===== src/rtl/div_if.sv =====
`default_nettype none
// ---------------------------------------------------------------
// div_if : start/operand/result bundle for the HI/LO divider
// Rev 1.0
// ---------------------------------------------------------------
interface div_if #(
  parameter int WIDTH = 32
);
  logic             div;
  logic [WIDTH-1:0] a;
  logic [WIDTH-1:0] b;
  logic [WIDTH-1:0] high;
  logic [WIDTH-1:0] low;
  logic             div_end;
  logic             div_zero;

  modport master (
    output div, a, b,
    input  high, low, div_end, div_zero
  );

  modport slave (
    input  div, a, b,
    output high, low, div_end, div_zero
  );
endinterface
`default_nettype wire


===== src/rtl/div.sv =====
`default_nettype none
// ---------------------------------------------------------------
// div : sequential signed restoring divider, LO=quotient HI=remainder
// Rev 1.0
// ---------------------------------------------------------------
module div #(
  parameter int WIDTH = 32
) (
  input  wire   clk,
  input  wire   reset,
  div_if.slave  bus
);

  localparam logic [1:0] c_st_idle = 2'd0;
  localparam logic [1:0] c_st_busy = 2'd1;
  localparam logic [1:0] c_st_zero = 2'd2;
  localparam logic [1:0] c_st_done = 2'd3;
  localparam int         c_cw      = $clog2(WIDTH + 1);

  logic [1:0]       r_state;
  logic [c_cw-1:0]  r_cnt;
  logic [WIDTH:0]   r_rem;
  logic [WIDTH-1:0] r_quo;
  logic [WIDTH-1:0] r_divs;
  logic             r_sign_q;
  logic             r_sign_r;
  logic [WIDTH-1:0] r_high;
  logic [WIDTH-1:0] r_low;
  logic             r_div_end;
  logic             r_div_zero;

  logic [WIDTH-1:0] w_abs_a;
  logic [WIDTH-1:0] w_abs_b;
  logic [2*WIDTH:0] w_rq;
  logic [WIDTH:0]   w_trial;
  logic             w_bit;
  logic [WIDTH:0]   w_rem_nx;
  logic [WIDTH-1:0] w_quo_nx;

  // Magnitudes are unsigned, so the most negative value maps onto itself
  assign w_abs_a = bus.a[WIDTH-1] ? -bus.a : bus.a;
  assign w_abs_b = bus.b[WIDTH-1] ? -bus.b : bus.b;

  assign w_rq     = {r_rem, r_quo} << 1;
  assign w_trial  = w_rq[2*WIDTH:WIDTH] - {1'b0, r_divs};
  assign w_bit    = ~w_trial[WIDTH];
  assign w_rem_nx = w_bit ? w_trial : w_rq[2*WIDTH:WIDTH];
  assign w_quo_nx = w_rq[WIDTH-1:0] | {{(WIDTH-1){1'b0}}, w_bit};

  always_ff @(posedge clk) begin
    if (reset) begin
      r_state    <= c_st_idle;
      r_cnt      <= '0;
      r_rem      <= '0;
      r_quo      <= '0;
      r_divs     <= '0;
      r_sign_q   <= 1'b0;
      r_sign_r   <= 1'b0;
      r_high     <= '0;
      r_low      <= '0;
      r_div_end  <= 1'b0;
      r_div_zero <= 1'b0;
    end else if (bus.div) begin
      // A start in any state, BUSY included, abandons the running division
      r_divs     <= w_abs_b;
      r_quo      <= w_abs_a;
      r_rem      <= '0;
      r_cnt      <= c_cw'(WIDTH);
      r_sign_q   <= bus.a[WIDTH-1] ^ bus.b[WIDTH-1];
      r_sign_r   <= bus.a[WIDTH-1];
      r_div_end  <= 1'b0;
      r_div_zero <= 1'b0;
      r_state    <= (bus.b == '0) ? c_st_zero : c_st_busy;
    end else begin
      case (r_state)
        c_st_busy: begin
          r_rem <= w_rem_nx;
          r_quo <= w_quo_nx;
          r_cnt <= r_cnt - 1'b1;
          if (r_cnt == c_cw'(1)) begin
            r_low     <= r_sign_q ? -w_quo_nx : w_quo_nx;
            r_high    <= r_sign_r ? -w_rem_nx[WIDTH-1:0] : w_rem_nx[WIDTH-1:0];
            r_div_end <= 1'b1;
            r_state   <= c_st_done;
          end
        end
        c_st_zero: begin
          // Re-signing the latched magnitude reproduces the original dividend
          r_high     <= r_sign_r ? -r_quo : r_quo;
          r_low      <= '1;
          r_div_zero <= 1'b1;
          r_div_end  <= 1'b1;
          r_state    <= c_st_done;
        end
        default: ;
      endcase
    end
  end

  assign bus.high     = r_high;
  assign bus.low      = r_low;
  assign bus.div_end  = r_div_end;
  assign bus.div_zero = r_div_zero;

endmodule
`default_nettype wire


===== src/flat_wrapper.sv =====
// flat-port wrapper written by rule: the top's interface ports become plain ports
module div_flat 
#(
  parameter int WIDTH = 32
)
  (clk, reset, bus_div, bus_a, bus_b, bus_high, bus_low, bus_div_end, bus_div_zero);
  div_if #(.WIDTH(WIDTH)) bus_i ();
  input  wire clk;
  input  wire reset;
  input wire logic [$bits(bus_i.div)-1:0] bus_div;
  input wire logic [$bits(bus_i.a)-1:0] bus_a;
  input wire logic [$bits(bus_i.b)-1:0] bus_b;
  output wire logic [$bits(bus_i.high)-1:0] bus_high;
  output wire logic [$bits(bus_i.low)-1:0] bus_low;
  output wire logic [$bits(bus_i.div_end)-1:0] bus_div_end;
  output wire logic [$bits(bus_i.div_zero)-1:0] bus_div_zero;
  assign bus_i.div = bus_div;
  assign bus_i.a = bus_a;
  assign bus_i.b = bus_b;
  assign bus_high = bus_i.high;
  assign bus_low = bus_i.low;
  assign bus_div_end = bus_i.div_end;
  assign bus_div_zero = bus_i.div_zero;
  div #(.WIDTH(WIDTH)) u_core (.clk(clk), .reset(reset), .bus(bus_i));
endmodule

===== config.mk =====
export PLATFORM = sky130hd
export DESIGN_NAME = div_flat
export DESIGN_NICKNAME = d
export VERILOG_FILES = /design/src/rtl/div_if.sv /design/src/rtl/div.sv /design/src/flat_wrapper.sv
export SDC_FILE = /design/constraint.sdc
export NUM_CORES = 1
export LEC_CHECK = 0
export ABC_AREA = 0
export BUFFER_PORTS_ARGS = -buffer_cell sky130_fd_sc_hd__buf_2
export CORE_MARGIN = 2
export CORE_UTILIZATION = 55
export DETAILED_ROUTE_END_ITERATION = 10
export PLACE_DENSITY = 0.8
export SYNTH_ARGS = -nofsm -noshare
export SYNTH_HDL_FRONTEND = slang
export SYNTH_SLANG_ARGS = --single-unit
export TNS_END_PERCENT = 100

===== constraint.sdc =====
create_clock -name clk -period 8.85 [get_ports clk]
set_input_delay 0.885 -clock clk [delete_from_list [all_inputs] [get_ports clk]]
set_output_delay 0.885 -clock clk [all_outputs]
set_load 0.05 [all_outputs]

==> flow_metrics.py, run 1 <==
metrics = {
    "synthesis": {
        "syn_area_mm2": 0.01288,
        "synth_compound_area_share_pct": 27.38,
        "synthCells": 1704,
        "yosys_warnings": 0,
        "synth_mux_area_share_pct": 3.925,
        "yosys.area_share.adder_pct": 4.139,
        "synth_edf_count": 0,
        "synth_nets": 1813,
        "async_flop_share_pct": 0,
        "synth_top_family_by_area": "compound AO/OA/AOI/OAI gates",
        "synth-simple-area-share_pct": 23.11,
        "synth-main-ff-cell": "dfxtp_1",
        "seq_area_frac_synth_pct": 26.74,
        "syn_avg_cell_area_um2": 7.557,
        "synthXorXnorAreaFrac_pct": 8.910,
        "ys_ff_latch": 172,
        "ys_types": 88,
    },
    "finish": {
        "multiInputGateArea_mm2": 0.008716,
        "final_cells": 2070,
        "drive_gt1_share_pct": 12.01,
        "area_delta_synth_final_pct": 9.756,
        "layout_commonest_cell": "nor2_1",
        "nets": 1853,
        "nFillCells": 2099,
        "n_antenna_cell": 0,
        "regArea_mm2": 0.003443,
        "final_cell_mix": "218 x nor2_1, 172 x dfxtp_1, 135 x nand2_1, 130 x buf_2, 126 x a211oi_1",
        "fin_area_mm2": 0.01413,
    },
    "clock_tree": {
        "insertion_delay_ns": 0.44,
        "cts.repair.resized": 0,
        "cts_tree": "built",
        "clock_sinks": 172,
        "path_clk_slew_ns": 0.07,
        "postCtsSetupBuffers": 0,
        "hold_buffers": 0,
        "htree_levels": 4,
        "cts_root_buffer": "clkbuf_16",
        "cts_buffers": 17,
        "cts_buffer_depth": 2,
    },
    "pwr": {
        "comb_power_share_pct": 36.8,
        "p_int_w": 0.001587,
        "pwr-share-seq_pct": 33.9,
        "p_sw_share_pct": 40.25,
        "pwr-share-clk_pct": 29.3,
        "cellLeakagePower_nw": 5.601,
        "cellPowerDensity_mw_per_mm2": 187.9,
        "p_sw_w": 0.001069,
        "vdd_drop_max_mv": 0.1241,
    },
    "timing": {
        "period_share_pct": 71.64,
        "fin_crit_ns": 6.340,
        "final-setup-viol-count": 0,
        "max_slew_margin_pct": 14.95,
        "setup_tns_ns": 0,
        "timing_hold_violations_final": 0,
        "tightest_slew_ns": 1.244,
        "rsz0062_at_grt": "false",
        "slew_viol_final": 0,
        "fin_worst_skew_ns": 0.01151,
        "max_freq_ghz": 0.1577,
    },
    "drt": {
        "drt_wl_total_mm": 39.78,
        "routedWlPerCell_um": 19.22,
        "vias": 13240,
        "ant_nets": 0,
        "drt_iter0_markers": 1435,
        "vias_per_cell": 6.397,
        "drc": 0,
        "firstDrtPassIters": 6,
    },
    "grt": {
        "antenna_found_initial": 1,
        "grt_pass1_wl_mm": 62.82,
        "grt_max_degree": 113,
        "grt_usage_pct": 31.91,
        "first_global_vias": 12200,
        "grt.overflow.total": 0,
    },
    "status": {
        "status": "finished clean",
    },
    "floorplan": {
        "die_w_um": 157.0,
        "pin_count": 133,
        "start_util_pct": 56.53,
        "dieArea_mm2": 0.02465,
        "coreArea_mm2": 0.02278,
        "fp.dieH_um": 157.0,
        "num_rows": 55,
    },
    "placed_design": {
        "dp.cells": 2038,
        "routabilityCongestion": 0.9644,
        "place_area_mm2": 0.01354,
        "hpwl_mm": 29.33,
        "io_buffers": 132,
    },
    "setup_path": {
        "required_ns": 9.22,
        "cp_slowest_cell": "o31ai_2",
        "crit_path_end_kind": "flip-flop",
        "crit_fanout": 69,
        "max_stage_delay_ns": 0.72,
        "crit_chain": "inv_1, ha_1, inv_1, fa_1, a211oi_2, o21ai_2, o211a_1, o211a_1, o31ai_2, and2_2, buf_4, mux2i_1, ha_1, nand3b_1, a2111oi_2, a41oi_1, or4b_1, a32oi_1, a21oi_1, o21ai_1",
        "path_class": "flip-flop to flip-flop",
        "start_kind": "flip-flop",
        "crit_arrival_ns": 6.71,
    },
    "flow_run": {
        "max-cap-violations": 0,
    },
    "hold_path": {
        "hold_class": "flip-flop to flip-flop",
    },
}
-- synthesized netlist by cell type, drive strengths merged (11+ instances only) --
cell type / instances / share of area [%]
inv: 62 / 1.8
o22ai: 30 / 1.5
o211a: 11 / 0.86
a311oi: 11 / 0.75
nand3: 25 / 0.97
xnor2: 58 / 3.9
ha: 41 / 4.0
a21o: 14 / 0.82
o21ai: 94 / 3.7
xor2: 73 / 5.0
nand2: 135 / 3.9
o211ai: 15 / 0.87
nor2: 218 / 6.4
mux2i: 34 / 2.7
a211oi: 129 / 7.6
nand2b: 15 / 0.73
nor3: 64 / 2.5
o31ai: 33 / 2.0
dfxtp: 172 / 27
buf: 27 / 1.2
nor2b: 28 / 1.4
or3: 32 / 1.6
clkbuf: 94 / 2.7
a21oi: 78 / 3.1
and2: 18 / 0.87
nor4: 18 / 0.87
or4: 17 / 1.0
o41ai: 13 / 1.1
-- state kept, by name, summed over array words and instances (netlist names) --
| signal | flops |
|---|---|
| u_core.bus.low | 32 |
| u_core.r_rem | 32 |
| u_core.bus.div_end | 1 |
| u_core.r_state | 2 |
| u_core.r_divs | 32 |
| u_core.r_sign_q | 1 |
| u_core.bus.div_zero | 1 |
| u_core.r_cnt | 6 |
| u_core.r_sign_r | 1 |
| u_core.r_quo | 32 |
| u_core.bus.high | 32 |
-- cell families after synthesis --
logic type | after synthesis
AND/OR/NAND/NOR | 622
AO/OA/AOI/OAI | 506
buffers and inverters | 186
flip-flops | 172
XOR/XNOR | 131
multiplexers | 45
adder cells (fa/ha/maj) | 42
-- worst paths after layout --
check | startpoint | to | slack, ns | cells past startpoint
setup / recovery | u_core.r_quo[31] | u_core.bus.high[20] | 2.51 | 20
hold / removal | u_core.bus.high[9] | u_core.bus.high[9] | 0.47 | 2
setup reg to reg | u_core.r_quo[31] | u_core.bus.high[20] | 2.51 | 20
hold reg to reg | u_core.bus.high[9] | u_core.bus.high[9] | 0.47 | 2
-- through the flow --
step	hold WS [ns]	power (W)	util, %	setup WS (ns)
after floorplan	0.4608	0.001629	-	3.603
after global placement	0.4447	0.001852	59.42	2.967
after detailed placement	0.4564	0.001866	59.42	2.738
after CTS	0.4691	0.002638	62.05	2.649
after global routing	0.4810	0.002777	62.05	2.053
final	0.4675	0.002656	62.05	2.510
-- power by group through the flow --
stage                     registers (W)  logic, W  clock network, W
after floorplan                0.000963  0.000666                 0
after global placement         0.000912  0.000940                 0
after detailed placement       0.000913  0.000953                 0
after CTS                      0.000896  0.000959          0.000783
after global routing           0.000905   0.00106          0.000810
final                          0.000900  0.000977          0.000778
-- metal layers --
metal	part of all wire [%]	track usage (%)
met5	0	0
met3	9.5	6.305
met4	2.6	10.78
met2	45	51.34
met1	43	42.90
-- final cells by class --
cell class / count / area share, %
multi-input combinational: 1346 / 61.67
inverter: 65 / 1.726
tap: 313 / 2.771
clock inverter: 13 / 1.027
clock buffer: 19 / 3.205
sequential: 172 / 24.36
timing repair buffer: 142 / 5.241
-- worst max-delay path, delay by kind of cell, from the launching register on --
family                     cells  cell delay, ns
AOI/OAI and AO/OA             10            2.74
adders and majority gates      3            0.89
buffers and inverters          3            0.81
DFF                            1            0.35
muxes                          1            0.37
and+or+nand+nor                3            1.09
No activity file was read; power rests on OpenSTA's default activity.
==> inputs of run 2 (changes only) <==
--- a/config.mk
+++ b/config.mk
@@ -5,7 +5,7 @@
 export SDC_FILE = /design/constraint.sdc
 export NUM_CORES = 1
 export LEC_CHECK = 0
-export ABC_AREA = 0
+export ABC_AREA = 1
 export BUFFER_PORTS_ARGS = -buffer_cell sky130_fd_sc_hd__buf_2
 export CORE_MARGIN = 2
 export CORE_UTILIZATION = 55
==> constraint.sdc (replaced) <==
create_clock -name clk -period 6.3 [get_ports clk]
set_input_delay 0.63 -clock clk [delete_from_list [all_inputs] [get_ports clk]]
set_output_delay 0.63 -clock clk [all_outputs]
set_load 0.05 [all_outputs]
==> flow_metrics.py, run 2 <==
metrics = {
    "clock_tree": {
        "insertion_delay_ns": 0.45,
        "cts.repair.resized": 0,
        "hold_buffers": 0,
        "path_clk_slew_ns": 0.08,
        "cts_buffers": 17,
        "postCtsSetupBuffers": 0,
        "cts_buffer_depth": 2,
        "cts_root_buffer": "clkbuf_16",
        "clock_sinks": 172,
        "htree_levels": 4,
        "cts_tree": "built",
    },
    "drt": {
        "drt_iter0_markers": 1813,
        "vias_per_cell": 5.706,
        "drt_wl_total_mm": 48.73,
        "drc": 0,
        "vias": 15280,
        "ant_nets": 0,
        "routedWlPerCell_um": 18.19,
        "firstDrtPassIters": 8,
    },
    "grt": {
        "antenna_found_initial": 1,
        "first_global_vias": 13540,
        "grt_usage_pct": 36.95,
        "grt_pass1_wl_mm": 75.44,
        "grt.overflow.total": 0,
        "grt_max_degree": 76,
    },
    "setup_path": {
        "cp_slowest_cell": "nand2_8",
        "worstPathBufferInverterCount": 3,
        "path_delay_family": "simple AND/OR/NAND/NOR gates",
        "crit_arrival_ns": 4.48,
        "required_ns": 6.67,
        "path_common_cell": "nand2_1",
        "crit_path_end_kind": "flip-flop",
        "crit_chain": "inv_1, ha_1, inv_1, fa_1, nand2_1, nand2_1, nand3_1, nand2_1, nand2_1, nand2_2, nand2_4, nand3_2, nand2_8, nand2_1, nand2_2, ha_1, nand3_1, inv_2, nand2_1, o21ai_2, nand3_1, nand2_1, nand3_1, a21oi_1",
        "max_stage_delay_ns": 0.44,
        "start_kind": "flip-flop",
        "path_class": "flip-flop to flip-flop",
        "crit_fanout": 55,
    },
    "synthesis": {
        "synth_nets": 2381,
        "synth_area_leaders": "dfxtp_1 25%, nand2_1 15%, inv_1 9.4%",
        "seq_area_frac_synth_pct": 25.25,
        "synth-main-ff-cell": "dfxtp_1",
        "synth_common_cells": "562 x nand2_1, 341 x inv_1, 223 x o21ai_0, 211 x nor2_1, 172 x dfxtp_1",
        "ys_ff_latch": 172,
        "yosys_warnings": 0,
        "synth_top_area_share_pct": 25.25,
        "syn_area_mm2": 0.01364,
        "async_flop_share_pct": 0,
        "ys_types": 56,
        "synthCells": 2272,
        "synth_edf_count": 0,
        "netlist.top_cell.by_area": "dfxtp_1",
        "syn_avg_cell_area_um2": 6.002,
        "yosysMostFrequentCell": "nand2_1",
    },
    "finish": {
        "final_cell_mix": "562 x nand2_1, 340 x inv_1, 223 x o21ai_0, 210 x nor2_1",
        "n_antenna_cell": 0,
        "layout_commonest_cell": "nand2_1",
        "drive_gt1_share_pct": 10.58,
        "area_delta_synth_final_pct": 9.479,
        "nFillCells": 2420,
        "nets": 2450,
    },
    "pwr": {
        "cellLeakagePower_nw": 7.660,
        "vdd_drop_max_mv": 0.1641,
        "cellPowerDensity_mw_per_mm2": 285.6,
    },
    "floorplan": {
        "num_rows": 57,
        "die_w_um": 161.5,
        "dieArea_mm2": 0.02607,
        "start_util_pct": 56.07,
        "coreArea_mm2": 0.02432,
        "fp.dieH_um": 161.5,
        "pin_count": 133,
    },
    "timing": {
        "fin_worst_skew_ns": 0.01763,
        "slew_viol_final": 0,
        "timing_hold_violations_final": 0,
        "fin_crit_ns": 4.110,
        "max_slew_margin_pct": 29.81,
        "tightest_slew_ns": 1.049,
        "max_freq_ghz": 0.2433,
        "rsz0062_at_grt": "false",
        "setup_tns_ns": 0,
        "period_share_pct": 65.23,
        "final-setup-viol-count": 0,
        "holdWs_ns": 0.4672,
    },
    "placed_design": {
        "io_buffers": 132,
        "hpwl_mm": 37.25,
        "routabilityCongestion": 1.032,
    },
    "hold_path": {
        "hold_class": "input pin to flip-flop",
    },
    "status": {
        "status": "finished clean",
    },
    "flow_run": {
        "max-cap-violations": 0,
    },
}
run 2: cell types whose count changed after synthesis, sizes merged, moves of 20 or more:
cell,previous run,this run
nand2,135,589
inv,62,348
o21ai,94,239
a211oi,129,0
nand3,25,131
a21oi,78,176
xnor2,58,20
mux2i,34,0
or3,32,1
nor2b,28,0
o31ai,33,5
clkbuf,94,74
xor2,73,53
run 2: cells by family after synthesis:
logic type	share of synthesized area [%]
simple gates	32.04
compound gates	21.19
buf+inv	12.92
flops	25.25
xor+xnor	4.689
fa+ha+maj	3.909
run 2: where the power goes:
group / total, W / switching (W) / internal [W] / leakage, nW
Combinational: 0.00194 / 0.00140 / 0.000534 / 5.96
Sequential: 0.00126 / 0.0000874 / 0.00118 / 1.41
Clock: 0.00106 / 0.000531 / 0.000532 / 0.281
run 2: path summary, 6_finish.rpt:
kind                startpoint             endpoint  slack (ns)  cells past startpoint
max           u_core.r_quo[31]  u_core.bus.high[26]        2.19                     24
min                   bus_b[1]     u_core.r_divs[1]        0.47                      3
max reg2reg   u_core.r_quo[31]  u_core.bus.high[26]        2.19                     24
min reg2reg  u_core.r_divs[28]    u_core.r_divs[28]        0.48                      2
run 2: cell type report:
class / instances / area, um2 / area share (%)
clock buffers: 18 / 429.2 / 2.875
well taps: 324 / 405.4 / 2.716
repair buffers: 143 / 743.2 / 4.979
inverters: 352 / 1321 / 8.851
clock inverters: 14 / 146.4 / 0.9806
multi-input cells: 1655 / 8438 / 56.52
flip-flops and latches: 172 / 3445 / 23.07
run 2: worst min-delay path, cell delays in order:
cell	delay [ns]
buf_2	0.09
nor2_1	0.04
o22ai_1	0.11
run 2: per-stage QoR:
stage,instance area (um2),power (W),cells,utilization (%),setup slack [ns]
CTS,14930,0.004205,2678,61.38,2.280
detailed placement,14350,0.003152,2646,59.02,2.299
global placement,14350,0.003133,2646,59.02,2.415
global route,14930,0.004510,2678,61.38,1.895
finish,14930,0.004263,2678,61.38,2.190
floorplan,13640,0.002676,2272,-,2.938
run 2: layer usage:
metal	share of wire, %	GRT usage, %	vias up
li1	-	-	7489
met5	0	0	-
met4	2.1	8.685	0
met3	13	11.76	81
met1	44	52.96	6893
met2	41	53.75	819
==> inputs of run 3 (changes only) <==
==> constraint.sdc (replaced) <==
create_clock -name clk -period 4.26 [get_ports clk]
set_input_delay 0.426 -clock clk [delete_from_list [all_inputs] [get_ports clk]]
set_output_delay 0.426 -clock clk [all_outputs]
set_load 0.05 [all_outputs]
==> flow_metrics.py, run 3 (synthesized netlist as in run 2, its figures left out) <==
metrics = {
    "timing": {
        "period_share_pct": 93.86,
        "tightest_slew_ns": 1.090,
        "max_slew_margin_pct": 27.23,
        "fin_worst_skew_ns": 0.02150,
        "max_freq_ghz": 0.2501,
        "slew_viol_final": 0,
        "fin_crit_ns": 3.998,
        "setup_tns_ns": 0,
        "final-setup-viol-count": 0,
        "rsz0062_at_grt": "false",
        "timing_hold_violations_final": 0,
        "holdWs_ns": 0.2826,
    },
    "finish": {
        "n_antenna_cell": 0,
        "area_delta_synth_final_pct": 10.51,
        "nets": 2463,
        "nFillCells": 2449,
        "layout_commonest_cell": "nand2_1",
        "drive_gt1_share_pct": 11.15,
        "fin_util_pct": 61.96,
        "final_cell_mix": "562 x nand2_1, 340 x inv_1, 223 x o21ai_0, 210 x nor2_1",
    },
    "setup_path": {
        "path_common_cell": "inv_1",
        "r2r-end": "u_core.bus.low[30]",
        "endpoint": "u_core.bus.low[30]",
        "timing.rr.start": "u_core.r_quo[31]",
        "crit_arrival_ns": 4.40,
        "reg2reg_slack_ns": 0.26,
        "path_class": "flip-flop to flip-flop",
        "start_kind": "flip-flop",
        "crit_fanout": 8,
        "required_ns": 4.66,
        "crit_path_end_kind": "flip-flop",
        "max_stage_delay_ns": 0.40,
        "r2r_cells": 24,
        "cp_slowest_cell": "fa_1",
        "crit_chain": "inv_1, ha_2, inv_1, fa_1, nand2_1, nand2_1, nand3_1, nand2_1, nand2_1, nand2_2, nand2_4, nand3_4, nand2_4, ha_1, inv_1, nor2_1, inv_1, nor2_1, inv_1, o21ai_0, buf_4, o21ai_0, xor2_1, o221a_2",
        "cp-startpoint": "u_core.r_quo[31]",
    },
    "drt": {
        "firstDrtPassIters": 6,
        "drt_iter0_markers": 1782,
        "highest_layer": "met4",
        "wl_met1_mm": 23.19,
        "wl_met2_mm": 20.46,
        "ant_nets": 0,
        "routedWlPerCell_um": 18.78,
        "vias_per_cell": 5.790,
        "wl_met3_mm": 5.865,
        "drt_wl_total_mm": 50.54,
        "vias": 15580,
        "drc": 0,
    },
    "pwr": {
        "vdd_drop_max_mv": 0.2761,
        "comb_power_share_pct": 45.8,
        "pwr-share-seq_pct": 29.0,
        "cellPowerDensity_mw_per_mm2": 427.2,
        "cellLeakagePower_nw": 7.728,
        "p_int_w": 0.003363,
        "pwr-share-clk_pct": 25.2,
        "p_sw_share_pct": 47.76,
        "p_sw_w": 0.003074,
    },
    "floorplan": {
        "dieArea_mm2": 0.02607,
        "die_w_um": 161.5,
        "fp.dieH_um": 161.5,
        "num_rows": 57,
        "coreArea_mm2": 0.02432,
        "pin_count": 133,
        "start_util_pct": 56.07,
    },
    "grt": {
        "first_global_vias": 13950,
        "grt_max_degree": 76,
        "grt_pass1_wl_mm": 78.34,
        "grt.overflow.total": 0,
        "grt_usage_pct": 38.57,
        "antenna_found_initial": 1,
    },
    "placed_design": {
        "io_buffers": 132,
        "routabilityCongestion": 0.9943,
        "hpwl_mm": 38.91,
    },
    "status": {
        "status": "finished clean",
    },
    "clock_tree": {
        "cts_tree": "built",
        "clock_sinks": 172,
        "insertion_delay_ns": 0.46,
        "cts_buffer_depth": 2,
        "path_clk_slew_ns": 0.08,
        "htree_levels": 4,
        "cts_root_buffer": "clkbuf_16",
        "cts_buffers": 17,
    },
    "flow_run": {
        "max-cap-violations": 0,
    },
    "hold_path": {
        "hold_class": "input pin to flip-flop",
    },
}
run 3: changes by cell type in the layout (fill, tap and decap cells not counted), sizes merged:
cell | previous run | this run
buf | 143 | 155
clkinvlp | 1 | 2
inv | 356 | 355
nand2 | 589 | 590
run 3: power groups by stage:
| stage | clock network, W | logic (W) | registers [W] |
|---|---|---|---|
| 2_1_floorplan | 0 | 0.00190 | 0.00206 |
| 3_3_place_gp | 0 | 0.00281 | 0.00189 |
| 3_5_place_dp | 0 | 0.00283 | 0.00189 |
| 4_1_cts | 0.00161 | 0.00285 | 0.00186 |
| 5_1_grt | 0.00167 | 0.00324 | 0.00187 |
| 6_report | 0.00162 | 0.00295 | 0.00187 |
run 3: critical path, delay by kind of cell, from the launching register on:
family | cells | cell delay (ns)
AOI/OAI and AO/OA | 3 | 0.52
xor gates and xnor gates | 1 | 0.40
adders and majority gates | 3 | 0.84
buffers and inverters | 6 | 0.62
DFF | 1 | 0.32
and+or+nand+nor | 11 | 1.22
run 3: worst min path at each step:
stage,startpoint,to,slack [ns],depth (start not counted)
floorplan,u_core.r_divs[24],u_core.r_divs[24],0.42,2
global placement,u_core.r_divs[28],u_core.r_divs[28],0.44,2
detailed placement,u_core.r_divs[20],u_core.r_divs[20],0.44,2
CTS,bus_b[1],u_core.r_divs[1],0.26,3
global route,bus_b[26],u_core.r_divs[26],0.29,4
finish,bus_b[8],u_core.r_divs[8],0.28,3
run 3: final cells by class:
class | instances | area [um2] | area share, %
Clock buffer | 18 | 439.2 | 2.915
Clock inverter | 14 | 145.1 | 0.9632
Inverter | 352 | 1321 | 8.769
Tap cell | 324 | 405.4 | 2.690
Sequential cell | 172 | 3445 | 22.86
Timing Repair Buffer | 155 | 845.8 | 5.613
Multi-Input combinational cell | 1656 | 8467 | 56.19
run 3: what timing repair did:
action / in CTS / in global routing
setup buffers: 0 / 0
gates resized for setup: 0 / 6
hold buffers: 0 / 0
hold endpoints to repair: 0 / 0
endpoints found under the setup margin: 0 / 14
run 3: layer usage:
metal,GRT usage [%],vias up
li1,-,7527
met1,57.04,7154
met2,55.61,828
met3,9.964,72
met4,9.213,0
met5,0,-
run 3: per-stage QoR:
stage	total power, W	std cells	area, um2	worst slack [ns]
2_1_floorplan	0.003958	2272	13640	0.8982
3_3_place_gp	0.004705	2658	14440	0.3248
3_5_place_dp	0.004722	2658	14440	0.2515
4_1_cts	0.006312	2690	15030	0.1946
5_1_grt	0.006784	2691	15070	0.01743
6_report	0.006437	2691	15070	0.2616
